File: src/rtl/clk_period_meter.sv
// Measures the period and high time of a slow asynchronous clock (measClk) in
// inClk cycles, and flags a stall when measClk stops toggling.
module clk_period_meter #(
    parameter int CNT_W   = 16,
    parameter int TIMEOUT = 65535
) (
    input  logic             inClk,
    input  logic             inRstn,
    input  logic             measClk,
    output logic [CNT_W-1:0] outPeriod,
    output logic [CNT_W-1:0] outHigh,
    output logic             outValid,
    output logic             outStall
);

    typedef enum logic [1:0] {
        ACQ   = 2'd0,
        RUN   = 2'd1,
        STALL = 2'd2
    } state_t;

    localparam logic [CNT_W-1:0] TIMEOUT_C = CNT_W'(TIMEOUT);
    localparam logic [CNT_W-1:0] ONE_C     = CNT_W'(1);

    state_t           state;
    logic             s1, s2, s3;
    logic [CNT_W-1:0] perCnt;
    logic [CNT_W-1:0] hiCnt;
    logic [CNT_W-1:0] hiHold;
    logic             rise, fall, timeoutHit;

    assign rise       = s2 & ~s3;
    assign fall       = ~s2 & s3;
    assign timeoutHit = (perCnt == TIMEOUT_C);

    always_ff @(posedge inClk) begin
        if (!inRstn) begin
            s1        <= 1'b0;
            s2        <= 1'b0;
            s3        <= 1'b0;
            perCnt    <= '0;
            hiCnt     <= '0;
            hiHold    <= '0;
            state     <= ACQ;
            outPeriod <= '0;
            outHigh   <= '0;
            outValid  <= 1'b0;
            outStall  <= 1'b0;
        end else begin
            s1       <= measClk;
            s2       <= s1;
            s3       <= s2;
            outValid <= 1'b0;

            // Counters restart on every rise; perCnt parks at TIMEOUT once stalled.
            if (rise) begin
                perCnt <= ONE_C;
                hiCnt  <= ONE_C;
            end else begin
                if (state != STALL && !timeoutHit)
                    perCnt <= perCnt + ONE_C;
                if (fall)
                    hiHold <= hiCnt;
                else if (s2)
                    hiCnt <= hiCnt + ONE_C;
            end

            case (state)
                ACQ: begin
                    if (rise) begin
                        state <= RUN;
                    end else if (timeoutHit) begin
                        state    <= STALL;
                        outStall <= 1'b1;
                    end
                end
                RUN: begin
                    if (rise) begin
                        outPeriod <= perCnt;
                        outHigh   <= hiHold;
                        outValid  <= 1'b1;
                        outStall  <= 1'b0;
                    end else if (timeoutHit) begin
                        state    <= STALL;
                        outStall <= 1'b1;
                    end
                end
                STALL: begin
                    // The first edge after a stall only restarts timing.
                    if (rise)
                        state <= RUN;
                end
                default: state <= ACQ;
            endcase
        end
    end

endmodule

File: config.mk
export PLATFORM = sky130hd
export DESIGN_NAME = clk_period_meter
export DESIGN_NICKNAME = d
export VERILOG_FILES = /design/src/rtl/clk_period_meter.sv
export SDC_FILE = /design/constraint.sdc
export NUM_CORES = 1
export LEC_CHECK = 0
export CAP_MARGIN = 20
export CELL_PAD_IN_SITES_DETAIL_PLACEMENT = 1
export CELL_PAD_IN_SITES_GLOBAL_PLACEMENT = 2
export CORE_ASPECT_RATIO = 1.2
export CORE_MARGIN = 3
export CORE_UTILIZATION = 35
export CTS_BUF_LIST = sky130_fd_sc_hd__clkbuf_8
export DETAILED_ROUTE_END_ITERATION = 10
export PLACE_DENSITY_LB_ADDON = 0.3
export REMOVE_ABC_BUFFERS = 1
export SYNTH_ARGS = -nofsm -noshare
export SYNTH_HDL_FRONTEND = slang
export SYNTH_SLANG_ARGS = --single-unit
export TNS_END_PERCENT = 100
File: constraint.sdc
create_clock -name inClk -period 2.93 [get_ports inClk]
set_clock_uncertainty 0.15 [all_clocks]
set_input_delay 0.879 -clock inClk [delete_from_list [all_inputs] [get_ports inClk]]
set_output_delay 0.879 -clock inClk [all_outputs]
set_load 0.02 [all_outputs]
* After elaboration in Yosys (flattened, before gate mapping)
Index checks and enable logic that the tools add are counted.
Storage, ports and cells: flip-flop bits (word level) 87, bits in latches 0, bits in writable memories 0, ROM bits 0, bits of input ports 3, output and inout port bits 34, word-level logic and storage cells 59, memories kept 0
Cells by class: add/subtract/negate cells 2, $mul 0, divide/modulo/power cells 0, order comparisons 0, eq/ne operators 8, shift-type cells 0, mux-type cells 15, bitwise gates (word level) 7, reduce and logical (&&, ||, !) cells 14
Operator list (number):
- $add 16x1->16 const B | 2
- $eq 16x16->1 const B | 1
- $reduce_and 2->1 | 7
- $ne 2x2->1 const B | 5
- $mux 1 | 9
- $mux 2 | 4
- $pmux 2 s3 | 1
- $reduce_bool 2->1 | 3
- $not 1->1 | 5
- $and 1x1->1 | 2
- $eq 2x1->1 const B | 1
- $eq 2x2->1 const B | 1
- $logic_not 2->1 | 1
- $pmux 1 s2 | 1
- $reduce_or 2->1 | 1
- $logic_and 1x1->1 | 1
- $logic_not 1->1 | 1

* Longest topological paths before layout
depth after elaboration 5, mapped depth 7, depth with buffers taken out 5

* Worst setup path after synthesis
Ideal clock, no wire load.
kind reg-to-reg, start point reg perCnt[0], end point reg perCnt[4], setup time 70 ps, arrival time 1805 ps, required time 2710 ps, setup slack 905 ps, stages on the path, launching flop included 7, path buffers 1, period minus slack after synthesis 2025 ps, path through dfxtp_1 -> ha_1 -> and4_1 -> and4_1 -> buf_6 -> or4_2 -> a21oi_1
Between the ends: cells in the longest elaborated chain, start to end 3, elaborated cells on any way between the ends 4, classes of those cells add/sub: 1; eq/ne: 1; reduce/logical: 2
RTL lines:
- from (decl) | line 27 | logic [CNT_W-1:0] perCnt;
- from (signal assigned) | line 61 | perCnt <= perCnt + ONE_C;
- parallel branches: the longest is 3 deep, another holds $add 16x1->16
Several ways; the timed one is not identified. A chain may end at the register's enable or synchronous reset.

* Worst setup path after layout
start point reg outStall, end point out outStall
RTL lines:
- from (decl) | line 13 | output logic outStall
- from (signal assigned) | line 48 | outStall <= 1'b0;
- from (signal assigned) | line 74 | outStall <= 1'b1;
- from (signal assigned) | line 82 | outStall <= 1'b0;
No word-level cell between the ends.

==> out/metrics.cfg <==
[drt]
final_antenna_net_count=0
dr.pass1.iters=4
drc_errors=0
wl_per_cell_um=13.68
drt_iter0_drc=60
num_vias=2953
routed_wl_um=7809
via_per_inst=5.172

[place]
dp_hpwl_um=5535
dp.cells=555
pre_cts_ws_ps=485.0
gp_congestion=0.7722
portBuffers=36

[global_route]
grt_pass1_wl_um=13700
gr-total-overflow=0
track_usage_pct=14.90
grt_max_degree=34
grt_pass1_vias=2999
antenna_found_initial=0

[cts]
cts.root.buffer_cell=clkbuf_8
holdBufCountCts=0
post_cts_resized=0
cts_buffers=9
insertion_delay_ps=360
clk_pin_slew_ps=80
clkSinkCount=87
cts_tree=built
htree_num_levels=3
postCtsSetupBuffers=0
cts_max_path_buffers=2

[final_layout]
fin_cells=571
syn_to_final_growth_pct=18.28
final_util_pct=42.66
final_nets=448
final_common_cell=nand2_1
diodes=0
drive_gt1_share_pct=6.473
layout_common_cells=106 x nand2_1, 87 x dfxtp_1, 67 x a21oi_1

[timing]
drv_slew=0
period_needed_ps=2349
postLayoutSetupSlackWorst_ps=580.8
max_clock_freq_mhz=425.7
setup_viol=0
fin_tns_setup_ps=0
hold_viol_final=0
relSlewSlack_pct=55.88
tightestPinTransition_ps=661.8
final.period_utilization_pct=80.18
rsz0062_at_grt=false

[worst_setup_path]
path_cells=clkdlybuf4s50_1
r2r_setup_slack_ps=580
reg2reg_from=perCnt[0]
rr_worst_depth=5
crit_path_max_incr_delay_ps=610
cpLargestDelayFamily=buffers and inverters
crit_fanout=3
cp_slowest_cell=clkdlybuf4s50_1
worstPathArrival_ps=1320
rr_endpoint=perCnt[4]
end_kind=output pin
crit_path_start_kind=flop
cp_data_required_time_ps=1900
path_buf_inv=1
worstSetupPathType=reg2out

[flow_run]
maxCapViolCount=0

[hold_path]
hold_class=reg2reg
min_from=s1
min_path_cells=1
min_to=s2

[power]
power_frac_comb_pct=2.7
leakagePower_nw=1.319
pwr-share-clk_pct=37.8
p_sw_share_pct=22.88
p_int_w=0.001552
p_switching_w=0.0004604
p_total_w=0.002012
pwr-share-seq_pct=59.5
peakVddDrop_mv=0.2271
power_density_nw_per_um2=493.1

[synthesis]
syn_avg_cell_area_um2=8.352
seq_area_frac_synth_pct=50.49
netlist_instances=413
synth.distinct_cells=39
ys_ff_latch=87
synth.cell_area_um2=3450
yosys_warnings=0

[floorplanning]
dieWidth_um=96.63
fp-row-count=39
io-pin-count=37
initial_core_util_pct=36.07
core_area_um2=9564
die-area_um2=11090
die_h_um=114.8

[run_status]
outcome=complete, no violations

## state kept, by name, summed over array words and instances, names as in the netlist
signal     count
outHigh       16
hiCnt         16
s1             1
hiHold        16
outValid       1
state          2
s3             1
s2             1
outPeriod     16
outStall       1
perCnt        16
## through the flow
stage / cell area (um^2) / hold WS (ps)
after floorplan: 3334 / 261.8
final: 4080 / 291.8
after CTS: 4080 / 298.0
after global placement: 3904 / 266.4
after detailed placement: 3904 / 275.3
after global routing: 4080 / 310.8
## cells in the mapped netlist (all sizes together)
cell type    n  area share [%]
and2         4            0.73
or4         12             2.6
xor2         5             1.3
o31ai       11             2.4
inv          5            0.54
clkbuf      19             2.1
or2          1            0.18
nand4        8             1.6
or3          7             1.3
nor2        15             1.6
o21ai        5            0.73
xnor2        3            0.76
nand2b       4            0.73
dfxtp       87              50
nor3         2            0.29
and4         6             1.6
nand4b       1            0.25
a211oi       1            0.22
nand3b       2            0.44
ha           2            0.73
nand3       13             2.0
o311ai       1            0.25
and3         5            0.91
buf          5             1.3
a31oi        2            0.36
nand2      107              12
nor2b        3            0.54
a21oi       67             9.7
o21a         2            0.44
o41ai        3            0.76
mux2i        4             1.2
nor4b        1            0.25
## power groups by stage
stage	combinational (W)	sequential, W	clock (W)
finish	0.0000548	0.00120	0.000760
global route	0.0000628	0.00120	0.000850
detailed placement	0.0000563	0.00123	0
floorplan	0.0000331	0.00122	0
global placement	0.0000557	0.00123	0
CTS	0.0000565	0.00120	0.000795
## metal layers
layer  GRT usage, %  part of all wire [%]  vias to the layer above
li1               -                     -                     1492
met1          17.04                    45                     1417
met2          26.70                    51                       30
met3          2.670                   2.0                       14
met4          7.678                   2.3                        0
met5              0                     0                        -
## layout make-up
type / instances / area (um^2)
repair buffers: 43 / 412.9
fillers: 1172 / 5484
inverters: 5 / 18.77
clock inverters: 5 / 25.02
multi-input cells: 297 / 1577
well taps: 123 / 153.9
flip-flops and latches: 87 / 1742
clock buffers: 11 / 151.4
## cells by family after synthesis
kind of cell | count (synthesis) | share of synthesized area (%)
compound gates | 92 | 14.87
xor+xnor | 8 | 2.031
fa+ha+maj | 2 | 0.7253
buf+inv | 29 | 3.881
flops | 87 | 50.49
mux | 4 | 1.161
simple gates | 191 | 26.84
## how the worst max path moves through the flow
| stage | from | slack [ps] | to | depth (start not counted) |
|---|---|---|---|---|
| floorplan | inRstn | 540 | perCnt[15] | 4 |
| global placement | inRstn | 540 | perCnt[5] | 4 |
| detailed placement | inRstn | 490 | perCnt[5] | 4 |
| CTS | outStall | 550 | outStall | 1 |
| global route | perCnt[0] | 450 | perCnt[4] | 5 |
| finish | outStall | 580 | outStall | 1 |
Power figures use the tool's default switching activity.
